$ cat config.mk
export PLATFORM = sky130hd
export DESIGN_NAME = vga_timing_gen
export DESIGN_NICKNAME = d
export VERILOG_FILES = /design/src/rtl/vga_timing_gen.sv
export SDC_FILE = /design/constraint.sdc
export NUM_CORES = 1
export LEC_CHECK = 0
export CELL_PAD_IN_SITES_DETAIL_PLACEMENT = 0
export CELL_PAD_IN_SITES_GLOBAL_PLACEMENT = 1
export CORE_MARGIN = 3
export CORE_UTILIZATION = 42
export DETAILED_ROUTE_END_ITERATION = 8
export HOLD_SLACK_MARGIN = 0.05
export PLACE_DENSITY_LB_ADDON = 0.1
export SETUP_SLACK_MARGIN = 0.2
export SLEW_MARGIN = 20
export SYNTH_ARGS = -nofsm -noshare
export SYNTH_HDL_FRONTEND = slang
export SYNTH_SLANG_ARGS = --single-unit
$ cat constraint.sdc
create_clock -name clk -period 3 [get_ports clk]
set_input_delay 0.9 -clock clk [delete_from_list [all_inputs] [get_ports clk]]
set_output_delay 0.9 -clock clk [all_outputs]
set_load 0.01 [all_outputs]
$ cat src/rtl/vga_timing_gen.sv
// vga_timing_gen
//   Raster timing generator for the display path. It produces sync, blank,
//   data-enable and line/frame strobes for any CEA/VESA-style mode. The x/y
//   coordinates run LOOKAHEAD pixel ticks ahead of the display position so
//   that the framebuffer has time to return pixel data. The raster stops only
//   at a frame boundary, so a monitor never sees a truncated frame.
//
// Ports
//   clk         : system clock
//   reset_n     : asynchronous active-low reset
//   en          : run request. It is sampled only on the final tick of a frame
//                 while running, and on any clk while idle.
//   hs, vs      : registered sync outputs. Polarity is set by HS_POL/VS_POL.
//   blank       : high outside the active area, and always high while idle
//   de          : data enable, ~blank while running and 0 while idle
//   x, y        : lookahead pixel coordinate
//   pix_tick    : one-clk pulse per pixel period
//   line_start  : one-clk strobe in the first clk of every line
//   frame_start : one-clk strobe in the first clk of every frame
//   busy        : high while the raster is running
//   frame_cnt   : count of completed frames, wraps

module vga_timing_gen #(
  parameter int H_ACTIVE  = 640,
  parameter int H_FP      = 16,
  parameter int H_SYNC    = 96,
  parameter int H_BP      = 48,
  parameter int V_ACTIVE  = 480,
  parameter int V_FP      = 10,
  parameter int V_SYNC    = 2,
  parameter int V_BP      = 33,
  parameter int CLK_DIV   = 2,
  parameter int HS_POL    = 0,
  parameter int VS_POL    = 0,
  parameter int LOOKAHEAD = 1,
  parameter int CW        = 10,
  parameter int FRAME_W   = 8
) (
  input  logic               clk,
  input  logic               reset_n,
  input  logic               en,
  output logic               hs,
  output logic               vs,
  output logic               blank,
  output logic               de,
  output logic [CW-1:0]      x,
  output logic [CW-1:0]      y,
  output logic               pix_tick,
  output logic               line_start,
  output logic               frame_start,
  output logic               busy,
  output logic [FRAME_W-1:0] frame_cnt
);

  localparam int H_TOTAL  = H_ACTIVE + H_FP + H_SYNC + H_BP;
  localparam int V_TOTAL  = V_ACTIVE + V_FP + V_SYNC + V_BP;
  localparam int HS_START = H_ACTIVE + H_FP;
  localparam int HS_END   = H_ACTIVE + H_FP + H_SYNC;
  localparam int VS_START = V_ACTIVE + V_FP;
  localparam int VS_END   = V_ACTIVE + V_FP + V_SYNC;
  localparam int PS_W     = (CLK_DIV > 1) ? $clog2(CLK_DIV) : 1;

  localparam logic [PS_W-1:0] PS_LAST = PS_W'(CLK_DIV - 1);
  localparam logic [CW-1:0]   H_LAST  = CW'(H_TOTAL - 1);
  localparam logic [CW-1:0]   V_LAST  = CW'(V_TOTAL - 1);
  localparam logic [CW-1:0]   X_HOME  = CW'(LOOKAHEAD);
  localparam logic            HS_ACT  = (HS_POL != 0);
  localparam logic            VS_ACT  = (VS_POL != 0);

  typedef enum logic {
    IDLE,
    RUN
  } state_t;

  state_t               state_q, state_d;
  logic [PS_W-1:0]      ps_q, ps_d;
  logic [CW-1:0]        hc_q, hc_d, vc_q, vc_d;
  logic [CW-1:0]        xl_q, xl_d, yl_q, yl_d;
  logic [FRAME_W-1:0]   frame_cnt_q, frame_cnt_d;
  logic                 hs_q, hs_d, vs_q, vs_d;
  logic                 blank_q, blank_d, de_q, de_d;
  logic                 line_start_q, line_start_d;
  logic                 frame_start_q, frame_start_d;
  logic                 tick, last_tick;

  assign tick      = (state_q == RUN) && (ps_q == PS_LAST);
  assign last_tick = tick && (hc_q == H_LAST) && (vc_q == V_LAST);

  // Next-state logic. The lead counters xl/yl step exactly like hc/vc, so
  // they keep a constant LOOKAHEAD-tick offset from the display position,
  // wrapping across line and frame boundaries. Strobes are produced as
  // next-state values so they appear in the first clk of a line or frame.
  always_comb begin
    state_d       = state_q;
    ps_d          = ps_q;
    hc_d          = hc_q;
    vc_d          = vc_q;
    xl_d          = xl_q;
    yl_d          = yl_q;
    frame_cnt_d   = frame_cnt_q;
    line_start_d  = 1'b0;
    frame_start_d = 1'b0;

    case (state_q)
      IDLE: begin
        ps_d = '0;
        hc_d = '0;
        vc_d = '0;
        xl_d = X_HOME;
        yl_d = '0;
        if (en) begin
          state_d       = RUN;
          line_start_d  = 1'b1;
          frame_start_d = 1'b1;
        end
      end

      RUN: begin
        ps_d = tick ? '0 : ps_q + PS_W'(1);
        if (tick) begin
          xl_d = (xl_q == H_LAST) ? '0 : xl_q + CW'(1);
          if (xl_q == H_LAST) begin
            yl_d = (yl_q == V_LAST) ? '0 : yl_q + CW'(1);
          end

          if (last_tick) begin
            frame_cnt_d = frame_cnt_q + FRAME_W'(1);
            hc_d        = '0;
            vc_d        = '0;
            if (!en) begin
              // Stop at the frame boundary; lead counters go back home.
              state_d = IDLE;
              ps_d    = '0;
              xl_d    = X_HOME;
              yl_d    = '0;
            end else begin
              line_start_d  = 1'b1;
              frame_start_d = 1'b1;
            end
          end else if (hc_q == H_LAST) begin
            hc_d         = '0;
            vc_d         = vc_q + CW'(1);
            line_start_d = 1'b1;
          end else begin
            hc_d = hc_q + CW'(1);
          end
        end
      end

      default: state_d = IDLE;
    endcase
  end

  // Decode from the next counter values so the registered outputs change on
  // the same edge as hc/vc. An idle raster is always blanked with sync
  // inactive.
  always_comb begin
    hs_d    = ~HS_ACT;
    vs_d    = ~VS_ACT;
    blank_d = 1'b1;
    de_d    = 1'b0;
    if (state_d == RUN) begin
      if (int'(hc_d) >= HS_START && int'(hc_d) < HS_END) hs_d = HS_ACT;
      if (int'(vc_d) >= VS_START && int'(vc_d) < VS_END) vs_d = VS_ACT;
      blank_d = (int'(hc_d) >= H_ACTIVE) || (int'(vc_d) >= V_ACTIVE);
      de_d    = ~blank_d;
    end
  end

  always_ff @(posedge clk or negedge reset_n) begin
    if (!reset_n) begin
      state_q       <= IDLE;
      ps_q          <= '0;
      hc_q          <= '0;
      vc_q          <= '0;
      xl_q          <= X_HOME;
      yl_q          <= '0;
      frame_cnt_q   <= '0;
      hs_q          <= ~HS_ACT;
      vs_q          <= ~VS_ACT;
      blank_q       <= 1'b1;
      de_q          <= 1'b0;
      line_start_q  <= 1'b0;
      frame_start_q <= 1'b0;
    end else begin
      state_q       <= state_d;
      ps_q          <= ps_d;
      hc_q          <= hc_d;
      vc_q          <= vc_d;
      xl_q          <= xl_d;
      yl_q          <= yl_d;
      frame_cnt_q   <= frame_cnt_d;
      hs_q          <= hs_d;
      vs_q          <= vs_d;
      blank_q       <= blank_d;
      de_q          <= de_d;
      line_start_q  <= line_start_d;
      frame_start_q <= frame_start_d;
    end
  end

  assign hs          = hs_q;
  assign vs          = vs_q;
  assign blank       = blank_q;
  assign de          = de_q;
  assign x           = xl_q;
  assign y           = yl_q;
  assign pix_tick    = tick;
  assign line_start  = line_start_q;
  assign frame_start = frame_start_q;
  assign busy        = (state_q == RUN);
  assign frame_cnt   = frame_cnt_q;

endmodule

==> impl_metrics.env <==
export IMPL_io_buffers=38
export IMPL_status="complete, no violations"
export IMPL_slowest_delay_ps=540
export IMPL_tns_ps=0
export IMPL_cts_root_buffer="clkbuf_8"
export IMPL_place_gp_congestion=0.850
export IMPL_synth_area_leaders="dfrtp_1 (44%), xnor2_1 (4.2%), nor2_1 (3.8%)"
export IMPL_grt_pass1_vias=2390
export IMPL_netlist_area_leader_share=0.441
export IMPL_detail_route_iter0_violations=91
export IMPL_syn_cell_area_um2=2950
export IMPL_required_ps=2100
export IMPL_worst_pin_slew_ps=646
export IMPL_ys_types=51
export IMPL_yosysSeqAreaShare=0.476
export IMPL_layout_min_cycle_time_ps=2590
export IMPL_track_usage=0.168
export IMPL_grt_first_pass_wirelength_um=11400
export IMPL_syn_nets=314
export IMPL_drtAntennaViolNets=0
export IMPL_grt_max_degree=57
export IMPL_final_nets=358
export IMPL_grt_overflow=0
export IMPL_n_antenna_cell=0
export IMPL_crit_path_start="busy$_DFF_PN0_"
export IMPL_cts_clk_slew_worst_paths_ps=100
export IMPL_dieArea_um2=8070
export IMPL_async_reset_ff_frac=1.00
export IMPL_ir_drop_uv=190
export IMPL_hpwl_um=4610
export IMPL_synth_enable_flop_cells=0
export IMPL_ios=39
export IMPL_synthFlopType="dfrtp_1"
export IMPL_cts_buffers_inserted=5
export IMPL_rsz0062_at_grt="no"
export IMPL_p_per_area_nw_per_um2=336
export IMPL_cp_slowest_cell="clkdlybuf4s50_1"
export IMPL_wire_per_inst_um=14.8
export IMPL_worst_path_buf_inv=2
export IMPL_final_hold_viol_count=0
export IMPL_cts_sinks=56
export IMPL_num_vias=2421
export IMPL_synthTopCellsByCount="dfrtp_1 (52), nor2_1 (30), nand2_1 (23), nand3_1 (16)"
export IMPL_drt_drc_violations_left=0
export IMPL_placed_area_um2=3470
export IMPL_min_period_over_period=0.864
export IMPL_setup_slack_ps=407
export IMPL_antenna_found_initial=0
export IMPL_avgSynthCellArea_um2=9.71
export IMPL_synth_top_cell_by_area="dfrtp_1"
export IMPL_path_cells="nand2_1, inv_2, clkdlybuf4s50_1"
export IMPL_worstPathMaxFanout=8
export IMPL_chipHeight_um=89.9
export IMPL_synth_seq_cells=56
export IMPL_cp_top_family="buffers and inverters"
export IMPL_min_path_type="flip-flop to flip-flop"
export IMPL_cts_repair_resized=0
export IMPL_relSlewSlack=0.565
export IMPL_synth_cells=304
export IMPL_end_kind="output port"
export IMPL_crit_type="flip-flop to output port"
export IMPL_power_leakage_nw=1.58
export IMPL_timing_fmax_mhz=386
export IMPL_skew_ps=11.3
export IMPL_setup_viol=0
export IMPL_clk_path_buf_depth=2
export IMPL_worstHoldStart="frame_cnt[7]$_DFFE_PN0P_"
export IMPL_pre_cts_ws_ps=438
export IMPL_critPathArrivalTime_ps=1690
export IMPL_hold_ws_ps=478
export IMPL_area_growth_pct=20.3
export IMPL_cts_setup_buffers=0
export IMPL_yosys_warnings=0
export IMPL_cts_tree="yes"
export IMPL_cap_violations=0
export IMPL_worst_setup_path_start_kind="flip-flop"
export IMPL_final_cell_area_um2=3550
export IMPL_holdBufCountCts=0
export IMPL_core_um2=6570
export IMPL_start_util=0.450
export IMPL_avgViaCountPerCell=5.48
export IMPL_layout_drive_gt1_share=0.0774
export IMPL_routed_wl_um=6560
export IMPL_slew_viol_final=0
export IMPL_die_x_um=89.9
export IMPL_r2r_start="vc_q[0]$_DFF_PN0_"
export IMPL_firstDrtPassIters=5
export IMPL_clk_latency_ps=310
export IMPL_htree_levels=2
export IMPL_synth_most_common_cell="dfrtp_1"
export IMPL_n_fill_cell=611
export IMPL_rows=29
## power breakdown
part / leakage, nW / internal (mW) / switching (mW)
Combinational: 0.803 / 0.00459 / 0.0159
Sequential: 0.734 / 0.755 / 0
Clock: 0.0424 / 0.168 / 0.250
Total: 1.58 / 0.927 / 0.266
## placed cells by master (no fill, tap or decap), types with 2 or more instances in the layout
master           count
dfrtp_1             52
clkdlybuf4s50_1     37
nor2_1              30
nand2_1             23
nand3_1             16
a21oi_1             14
xnor2_1             14
inv_1               13
a31oi_1             12
nand4_1             11
xor2_1              10
nand2b_1             9
nor3_1               8
and3_1               7
o21ai_0              7
ha_1                 7
and4_1               6
a22o_1               6
clkbuf_8             5
buf_4                5
or3_1                4
dfstp_2              4
nor2b_1              3
a21o_1               3
and2_1               3
nor4_1               3
nand3b_1             2
a41o_1               2
mux2_2               2
a41oi_1              2
o2111ai_1            2
and2_0               2
nor3b_1              2
clkbuf_1             2
## per-stage QoR
step                      cells  power (mW)  utilization
after global placement      434       0.791        0.528
final                       442        1.19        0.541
after global routing        442        1.24        0.541
after detailed placement    434       0.791        0.528
after floorplan             304       0.770            -
after CTS                   442        1.21        0.541
## final timing paths
| check | to | slack, ps | depth (start not counted) |
|---|---|---|---|
| worst max-delay path | pix_tick | 410 | 3 |
| worst min-delay path | frame_cnt[7]$_DFFE_PN0P_ | 480 | 1 |
| worst max register to register | y[0]$_DFFE_PN0P_ | 530 | 9 |
| worst min register to register | frame_cnt[7]$_DFFE_PN0P_ | 480 | 1 |
| max in group asynchronous | vs$_DFF_PN1_ | 2110 | 2 |
| min in group asynchronous | hc_q[6]$_DFF_PN0_ | 560 | 2 |
## state kept, by name (all words and copies together), names as in the netlist
signal / cells
de: 1
y: 10
busy: 1
frame_start: 1
blank: 1
vs: 1
frame_cnt: 8
hc_q: 10
x: 10
vc_q: 10
line_start: 1
ps_q: 1
hs: 1
## cell families after synthesis
kind of cell             Yosys count  synth area share
AO/OA/AOI/OAI                     57             0.135
XOR/XNOR                          24            0.0712
adder cells (fa/ha/maj)            7            0.0297
buffers and inverters             21            0.0301
flip-flops                        56             0.476
multiplexers                       2           0.00763
AND/OR/NAND/NOR                  137             0.250
## cell type report
type                            count  area, um2  area share
Tap cell                           93        116      0.0328
Multi-Input combinational cell    227       1460       0.411
Timing Repair Buffer               44        433       0.122
Inverter                           14       52.6      0.0148
Clock buffer                        7       76.3      0.0215
Clock inverter                      1       8.76     0.00247
Sequential cell                    56       1410       0.396
## routing by layer
metal / up-vias / global-route usage / routed length [um]
met5: - / 0 / 0
met4: 0 / 0.0434 / 66
met3: 5 / 0.0334 / 229
met2: 47 / 0.266 / 2940
met1: 1188 / 0.236 / 3320
li1: 1181 / - / -
Power figures use the tool's default switching activity.
